**src/rtl/id_ex_skid_if.sv**
```systemverilog
// Decode/execute payload bundle: valid/ready handshake plus the decoded fields.
// The producer uses the master modport and the consumer uses the slave modport.
interface id_ex_skid_if #(
    parameter int XLEN    = 32,
    parameter int RADDR_W = 5
);
    logic               valid;
    logic               ready;
    logic               mem_rd_flag;
    logic [XLEN-1:0]    ins;
    logic [XLEN-1:0]    ins_addr;
    logic [XLEN-1:0]    reg1_rd_data;
    logic [XLEN-1:0]    reg2_rd_data;
    logic [XLEN-1:0]    imm;
    logic [XLEN-1:0]    csr_rd_data;
    logic [XLEN-1:0]    csr_rw_addr;
    logic [XLEN-1:0]    csr_zimm;
    logic [RADDR_W-1:0] reg_wr_addr;

    modport master (
        output valid, mem_rd_flag, ins, ins_addr, reg1_rd_data, reg2_rd_data,
               imm, csr_rd_data, csr_rw_addr, csr_zimm, reg_wr_addr,
        input  ready
    );

    modport slave (
        input  valid, mem_rd_flag, ins, ins_addr, reg1_rd_data, reg2_rd_data,
               imm, csr_rd_data, csr_rw_addr, csr_zimm, reg_wr_addr,
        output ready
    );
endinterface

```
**src/rtl/id_ex_skid.sv**
```systemverilog
// ID->EX pipeline register with a two-entry skid buffer, flush-to-bubble,
// and a registered load read request that gates release of loads to EX.
module id_ex_skid #(
    parameter int              XLEN      = 32,
    parameter int              RADDR_W   = 5,
    parameter int              HOLD_W    = 3,
    parameter int              FLUSH_LVL = 3,
    parameter logic [XLEN-1:0] NOP_INS   = 32'h0000_0013
) (
    input  logic              clk,
    input  logic              rst_n,
    input  logic [HOLD_W-1:0] hold_flag_i,
    id_ex_skid_if.slave       id_i,
    id_ex_skid_if.master      ex_o,
    output logic              mem_rd_rib_req_o,
    output logic [XLEN-1:0]   mem_rd_addr_o,
    input  logic              mem_rd_gnt_i
);

    typedef struct packed {
        logic [XLEN-1:0]    ins;
        logic [XLEN-1:0]    ins_addr;
        logic [XLEN-1:0]    reg1;
        logic [XLEN-1:0]    reg2;
        logic [XLEN-1:0]    imm;
        logic [XLEN-1:0]    csr_rd;
        logic [XLEN-1:0]    csr_rw_addr;
        logic [XLEN-1:0]    csr_zimm;
        logic [RADDR_W-1:0] rd;
    } payload_t;

    typedef struct packed {
        payload_t        pl;
        logic            is_load;
        logic [XLEN-1:0] addr;
    } entry_t;

    typedef enum logic [1:0] {EMPTY = 2'd0, ONE = 2'd1, TWO = 2'd2} state_e;

    localparam logic [HOLD_W-1:0] FLUSH_THR = HOLD_W'(FLUSH_LVL);

    state_e state_q, state_d;
    entry_t main_q, main_d, skid_q, skid_d, in_entry;
    logic   main_done_q, main_done_d;
    logic   main_valid, id_ready, ex_valid, ld_req;
    logic   flush, accept, issue;

    // Effective address wraps modulo 2^XLEN, as a two's-complement adder does.
    function automatic logic [XLEN-1:0] load_addr(input logic signed [XLEN-1:0] base,
                                                  input logic signed [XLEN-1:0] ofs);
        logic signed [XLEN-1:0] sum;
        sum = base + ofs;
        return sum;
    endfunction

    always_comb begin
        in_entry.pl.ins         = id_i.ins;
        in_entry.pl.ins_addr    = id_i.ins_addr;
        in_entry.pl.reg1        = id_i.reg1_rd_data;
        in_entry.pl.reg2        = id_i.reg2_rd_data;
        in_entry.pl.imm         = id_i.imm;
        in_entry.pl.csr_rd      = id_i.csr_rd_data;
        in_entry.pl.csr_rw_addr = id_i.csr_rw_addr;
        in_entry.pl.csr_zimm    = id_i.csr_zimm;
        in_entry.pl.rd          = id_i.reg_wr_addr;
        in_entry.is_load        = id_i.mem_rd_flag;
        in_entry.addr           = load_addr(id_i.reg1_rd_data, id_i.imm);
    end

    assign flush  = (hold_flag_i >= FLUSH_THR);
    assign accept = id_i.valid & id_ready;
    assign issue  = ex_valid & ex_o.ready;

    always_ff @(posedge clk or negedge rst_n) begin
        if (!rst_n) begin
            state_q     <= EMPTY;
            main_done_q <= 1'b0;
        end else begin
            state_q     <= state_d;
            main_done_q <= main_done_d;
        end
    end

    // Payload storage carries no reset: it is only observed while its state says valid.
    always_ff @(posedge clk) begin
        main_q <= main_d;
        skid_q <= skid_d;
    end

    always_comb begin
        state_d     = state_q;
        main_d      = main_q;
        skid_d      = skid_q;
        main_done_d = main_done_q;
        if (flush) begin
            state_d     = EMPTY;
            main_done_d = 1'b0;
        end else begin
            if (ld_req && mem_rd_gnt_i) main_done_d = 1'b1;
            unique case (state_q)
                EMPTY: if (accept) begin
                    state_d     = ONE;
                    main_d      = in_entry;
                    main_done_d = 1'b0;
                end
                ONE: begin
                    if (accept && issue) begin
                        main_d      = in_entry;
                        main_done_d = 1'b0;
                    end else if (accept) begin
                        state_d = TWO;
                        skid_d  = in_entry;
                    end else if (issue) begin
                        state_d = EMPTY;
                    end
                end
                TWO: if (issue) begin
                    state_d     = ONE;
                    main_d      = skid_q;
                    main_done_d = 1'b0;
                end
                default: state_d = EMPTY;
            endcase
        end
    end

    always_comb begin
        main_valid       = (state_q != EMPTY);
        id_ready         = (state_q != TWO);
        ld_req           = main_valid & main_q.is_load & ~main_done_q;
        ex_valid         = main_valid & (~main_q.is_load | main_done_q);
        id_i.ready       = id_ready;
        ex_o.valid       = ex_valid;
        ex_o.mem_rd_flag = main_valid & main_q.is_load;
        ex_o.ins          = main_valid ? main_q.pl.ins         : NOP_INS;
        ex_o.ins_addr     = main_valid ? main_q.pl.ins_addr    : '0;
        ex_o.reg1_rd_data = main_valid ? main_q.pl.reg1        : '0;
        ex_o.reg2_rd_data = main_valid ? main_q.pl.reg2        : '0;
        ex_o.imm          = main_valid ? main_q.pl.imm         : '0;
        ex_o.csr_rd_data  = main_valid ? main_q.pl.csr_rd      : '0;
        ex_o.csr_rw_addr  = main_valid ? main_q.pl.csr_rw_addr : '0;
        ex_o.csr_zimm     = main_valid ? main_q.pl.csr_zimm    : '0;
        ex_o.reg_wr_addr  = main_valid ? main_q.pl.rd          : '0;
        mem_rd_rib_req_o = ld_req;
        mem_rd_addr_o    = ld_req ? main_q.addr : '0;
    end

endmodule
```
**src/flat_wrapper.sv**
```systemverilog
// flat-port wrapper written by rule: the top's interface ports become plain ports
module id_ex_skid_flat 
#(
    parameter int              XLEN      = 32,
    parameter int              RADDR_W   = 5,
    parameter int              HOLD_W    = 3,
    parameter int              FLUSH_LVL = 3,
    parameter logic [XLEN-1:0] NOP_INS   = 32'h0000_0013
)
  (clk, rst_n, hold_flag_i, mem_rd_rib_req_o, mem_rd_addr_o, mem_rd_gnt_i, id_i_valid, id_i_mem_rd_flag, id_i_ins, id_i_ins_addr, id_i_reg1_rd_data, id_i_reg2_rd_data, id_i_imm, id_i_csr_rd_data, id_i_csr_rw_addr, id_i_csr_zimm, id_i_reg_wr_addr, id_i_ready, ex_o_valid, ex_o_mem_rd_flag, ex_o_ins, ex_o_ins_addr, ex_o_reg1_rd_data, ex_o_reg2_rd_data, ex_o_imm, ex_o_csr_rd_data, ex_o_csr_rw_addr, ex_o_csr_zimm, ex_o_reg_wr_addr, ex_o_ready);
  id_ex_skid_if #(.XLEN(XLEN), .RADDR_W(RADDR_W)) id_i_i ();
  id_ex_skid_if #(.XLEN(XLEN), .RADDR_W(RADDR_W)) ex_o_i ();
  input  logic clk;
  input  logic rst_n;
  input  logic [HOLD_W-1:0] hold_flag_i;
  output logic mem_rd_rib_req_o;
  output logic [XLEN-1:0] mem_rd_addr_o;
  input  logic mem_rd_gnt_i;
  input wire logic [$bits(id_i_i.valid)-1:0] id_i_valid;
  input wire logic [$bits(id_i_i.mem_rd_flag)-1:0] id_i_mem_rd_flag;
  input wire logic [$bits(id_i_i.ins)-1:0] id_i_ins;
  input wire logic [$bits(id_i_i.ins_addr)-1:0] id_i_ins_addr;
  input wire logic [$bits(id_i_i.reg1_rd_data)-1:0] id_i_reg1_rd_data;
  input wire logic [$bits(id_i_i.reg2_rd_data)-1:0] id_i_reg2_rd_data;
  input wire logic [$bits(id_i_i.imm)-1:0] id_i_imm;
  input wire logic [$bits(id_i_i.csr_rd_data)-1:0] id_i_csr_rd_data;
  input wire logic [$bits(id_i_i.csr_rw_addr)-1:0] id_i_csr_rw_addr;
  input wire logic [$bits(id_i_i.csr_zimm)-1:0] id_i_csr_zimm;
  input wire logic [$bits(id_i_i.reg_wr_addr)-1:0] id_i_reg_wr_addr;
  output wire logic [$bits(id_i_i.ready)-1:0] id_i_ready;
  output wire logic [$bits(ex_o_i.valid)-1:0] ex_o_valid;
  output wire logic [$bits(ex_o_i.mem_rd_flag)-1:0] ex_o_mem_rd_flag;
  output wire logic [$bits(ex_o_i.ins)-1:0] ex_o_ins;
  output wire logic [$bits(ex_o_i.ins_addr)-1:0] ex_o_ins_addr;
  output wire logic [$bits(ex_o_i.reg1_rd_data)-1:0] ex_o_reg1_rd_data;
  output wire logic [$bits(ex_o_i.reg2_rd_data)-1:0] ex_o_reg2_rd_data;
  output wire logic [$bits(ex_o_i.imm)-1:0] ex_o_imm;
  output wire logic [$bits(ex_o_i.csr_rd_data)-1:0] ex_o_csr_rd_data;
  output wire logic [$bits(ex_o_i.csr_rw_addr)-1:0] ex_o_csr_rw_addr;
  output wire logic [$bits(ex_o_i.csr_zimm)-1:0] ex_o_csr_zimm;
  output wire logic [$bits(ex_o_i.reg_wr_addr)-1:0] ex_o_reg_wr_addr;
  input wire logic [$bits(ex_o_i.ready)-1:0] ex_o_ready;
  assign id_i_i.valid = id_i_valid;
  assign id_i_i.mem_rd_flag = id_i_mem_rd_flag;
  assign id_i_i.ins = id_i_ins;
  assign id_i_i.ins_addr = id_i_ins_addr;
  assign id_i_i.reg1_rd_data = id_i_reg1_rd_data;
  assign id_i_i.reg2_rd_data = id_i_reg2_rd_data;
  assign id_i_i.imm = id_i_imm;
  assign id_i_i.csr_rd_data = id_i_csr_rd_data;
  assign id_i_i.csr_rw_addr = id_i_csr_rw_addr;
  assign id_i_i.csr_zimm = id_i_csr_zimm;
  assign id_i_i.reg_wr_addr = id_i_reg_wr_addr;
  assign id_i_ready = id_i_i.ready;
  assign ex_o_valid = ex_o_i.valid;
  assign ex_o_mem_rd_flag = ex_o_i.mem_rd_flag;
  assign ex_o_ins = ex_o_i.ins;
  assign ex_o_ins_addr = ex_o_i.ins_addr;
  assign ex_o_reg1_rd_data = ex_o_i.reg1_rd_data;
  assign ex_o_reg2_rd_data = ex_o_i.reg2_rd_data;
  assign ex_o_imm = ex_o_i.imm;
  assign ex_o_csr_rd_data = ex_o_i.csr_rd_data;
  assign ex_o_csr_rw_addr = ex_o_i.csr_rw_addr;
  assign ex_o_csr_zimm = ex_o_i.csr_zimm;
  assign ex_o_reg_wr_addr = ex_o_i.reg_wr_addr;
  assign ex_o_i.ready = ex_o_ready;
  id_ex_skid #(.XLEN(XLEN), .RADDR_W(RADDR_W), .HOLD_W(HOLD_W), .FLUSH_LVL(FLUSH_LVL), .NOP_INS(NOP_INS)) u_core (.clk(clk), .rst_n(rst_n), .hold_flag_i(hold_flag_i), .id_i(id_i_i), .ex_o(ex_o_i), .mem_rd_rib_req_o(mem_rd_rib_req_o), .mem_rd_addr_o(mem_rd_addr_o), .mem_rd_gnt_i(mem_rd_gnt_i));
endmodule
```
**config.mk**
```make
export PLATFORM = sky130hd
export DESIGN_NAME = id_ex_skid_flat
export DESIGN_NICKNAME = d
export VERILOG_FILES = /design/src/rtl/id_ex_skid_if.sv /design/src/rtl/id_ex_skid.sv /design/src/flat_wrapper.sv
export SDC_FILE = /design/constraint.sdc
export NUM_CORES = 1
export LEC_CHECK = 0
export ABC_CLOCK_PERIOD_IN_PS = 17000
export CORE_MARGIN = 2
export CORE_UTILIZATION = 55
export CTS_CLUSTER_SIZE = 10
export DETAILED_ROUTE_END_ITERATION = 10
export DONT_BUFFER_PORTS = 1
export GPL_TIMING_DRIVEN = 0
export MAX_ROUTING_LAYER = met4
export PLACE_DENSITY_LB_ADDON = 0.25
export SKIP_CTS_REPAIR_TIMING = 1
export SLEW_MARGIN = 0
export SYNTH_ARGS = -nofsm -noshare
export SYNTH_HDL_FRONTEND = slang
export SYNTH_SLANG_ARGS = --single-unit
export TNS_END_PERCENT = 30
```
**constraint.sdc**
```tcl
create_clock -name clk -period 17 [get_ports clk]
set_input_delay 3.4 -clock clk [delete_from_list [all_inputs] [get_ports clk]]
set_output_delay 3.4 -clock clk [all_outputs]
set_load 0.03 [all_outputs]
```
==> metrics <==
r2r startpoint=u_core.main_done_q; Setup Total Neg Slack=0 ps; Tcrit/Tclk final=40.62%; Ports=567; Final setup viols=0; share of cells above drive strength 1=5.820%; Layout Cells excl Fill=2853; outcome=complete, no violations; Die Y=218.9 um; WL per Instance=23.34 um; clk slew on worst S/H paths=60 ps; worst hold-check path type=reg2reg; vias in the first global route=15.97k; initial antenna violation count=2; core area=45480 um^2; post-synthesis async set-or-reset flop share=0.5076%; placed wire-length estimate=48.57 mm; Worst Setup End Kind=output pin; total die area=47900 um^2; f_max=0.1448 GHz; die width=218.9 um; vias=16.14k; Mapped Area=25390 um^2; Post-Place Setup Slack=10570 ps; Total GRT Usage=28.02%; final instance area=28430 um^2; Initial Util=55.84%; Least-Margin Pin Slew=1236 ps; Hold Fails Final Rpt=0; Power Density=118.0 nW/um^2; max incr delay on CP=900 ps; # DRC=0; worst path arrival time=3510 ps; RD Place Congestion=0.9314; DR WL met3=7.006 mm; critical path type=reg2out; required time of the critical path=13600 ps; Post-Place Cell Area=26520 um^2; top layer in use=met4; Num CTS Buffers=70; initial DRC count=1268; worst-skew pair later-pin latency=600 ps; post-synth top area cell=edfxtp_1; Post-Synthesis Cells=2145; I/O Buffers=0; Fillers=3468; TritonCTS clock tree=built; largest net degree at the start of global routing=63; first-pass GRT wire length=96.14 mm; Via density=5.658; synth warn=0; hold path startpoint=u_core.skid_q[148]; P&R area growth vs syn=11.96%; Slew Viols, Final=0; Row Count=78; Max IR drop VDD=86.11 uV; Hold WS=495.8 ps; Initial DRT Pass Iterations=5; post-synthesis cell type count=62; relative slew slack=17.60%; fin util=62.51%; Power Total=3.353 mW; main area contributors after synthesis=edfxtp_1, nand2_1, nor2b_1; Worst Skew=21.37 ps; Worst Setup Start Kind=flip-flop; FF+latch count, synth=591; Final ANT Viol Nets=0; Final nets=2535; Final WS setup=10090 ps; CTS Buffer Depth=3; crit-path cells=nor2_1, clkbuf_1, clkbuf_1, clkbuf_1, nor2b_1; Crit. Startpoint=u_core.state_q[0]; top_reg_cell synth=edfxtp_1; Critical Path Slowest Stage Cell=clkbuf_1; P_leak=10.59 nW; EDFF count, synth=588; RSZ-0062 raised after global routing=no; Worst Path Max Fanout=10; # clock sinks=591; Mean Syn Cell Area=11.84 um^2; M1 WL=24.35 mm; top-area cell type share of the netlist area=69.53%; max_cap viols=0; root buf cell=clkbuf_16; Mapped Nets=2447; H-tree depth=3; cell total after placement=2761; final WL=66.58 mm; grt total ovfl=0; WL met2=31.78 mm; Seq/Total Area, Yosys=69.83%; crit path time final=6905 ps; Top cell by count, worst path=clkbuf_1
-- registers in the layout, summed over array words and instances (netlist names) --
signal and flops:
u_core.main_q 294, u_core.main_done_q 1, u_core.skid_q 294, u_core.state_q 2
-- cell type report --
type | instances | area [um^2] | share of cell area, %
plain buffers | 112 | 446.7 | 1.571
flip-flops and latches | 591 | 17730 | 62.37
inverters | 13 | 48.80 | 0.1716
repair buffers | 16 | 365.4 | 1.285
multi-input cells | 1429 | 7176 | 25.24
diodes | 2 | 5.005 | 0.01760
well taps | 600 | 750.7 | 2.641
clock inverters | 3 | 16.27 | 0.05721
clock buffers | 87 | 1889 | 6.646
-- cells by family (layout without fill, tap and decap cells) --
kind of cell	Yosys count	in the layout	synth area share, %
DFF	591	591	69.83
and+or+nand+nor	1230	1230	21.63
buffers and inverters	125	231	1.951
other	0	2	0
AOI/OAI and AO/OA	122	122	3.262
adders and majority gates	32	32	1.606
muxes	17	17	0.7539
xor gates and xnor gates	28	28	0.9658
-- report_power, final --
group | total, mW | internal (mW) | switching, mW
sequential | 1.69 | 1.68 | 0.0115
combinational | 0.368 | 0.0951 | 0.273
clock | 1.30 | 0.768 | 0.529
total | 3.35 | 2.54 | 0.814
-- per-layer routing --
metal | GRT usage (%) | up-vias
met5 | - | -
met4 | 14.57 | 0
met3 | 9.231 | 175
met2 | 43.72 | 758
met1 | 32.46 | 7748
li1 | - | 7460
-- critical path: cells and delay by family (launching register included) --
family,cells,cell delay (ps)
buf+inv,3,1970
flops,1,420
simple gates,2,510
-- synth_stat cells (6+ instances only) --
master and instances:
nor3_1 8, nor2_1 33, buf_2 9, o21bai_1 6, o21ai_1 9, ha_1 31, xor2_1 9, o21ai_0 10
a211oi_1 6, and3_1 34, nand3_1 13, nor2b_1 262, xnor2_1 19, a21oi_1 42, a21o_1 10, mux2_2 13
clkbuf_1 98, nand2_1 847, inv_1 13, edfxtp_1 588
-- cells in the final DEF, fill, tap and decap left out, drive strengths merged, types with 3 or more instances in the layout --
cell type | Yosys | final
o21ai | 19 | 19
a21o | 10 | 10
xnor2 | 19 | 19
nor3 | 8 | 8
nand4 | 5 | 5
o22ai | 5 | 5
nand3b | 3 | 3
nor3b | 3 | 3
dfrtp | 3 | 3
a21oi | 43 | 43
or2 | 3 | 3
xor2 | 9 | 9
buf | 14 | 30
clkbuf | 98 | 185
a211oi | 7 | 7
nor2b | 262 | 262
inv | 13 | 13
edfxtp | 588 | 588
nand2 | 847 | 847
and4 | 3 | 3
mux2i | 3 | 3
a211o | 3 | 3
nand2b | 4 | 4
and2 | 6 | 6
and3 | 34 | 34
o21bai | 6 | 6
nand3 | 13 | 13
mux2 | 14 | 14
o31ai | 3 | 3
nor2 | 33 | 33
clkinv | 0 | 3
ha | 31 | 31
-- worst paths after layout --
| path | cells past startpoint | slack, ps | endpoint |
|---|---|---|---|
| setup / recovery | 5 | 10090 | ex_o_imm[30] |
| hold / removal | 2 | 500 | u_core.main_q[148] |
| setup reg to reg | 8 | 13570 | u_core.main_q[236] |
| hold reg to reg | 2 | 500 | u_core.main_q[148] |
| max in group asynchronous | 0 | 14430 | u_core.main_done_q |
| min in group asynchronous | 0 | 2510 | u_core.state_q[0] |
(Power assumes the default switching activity.)
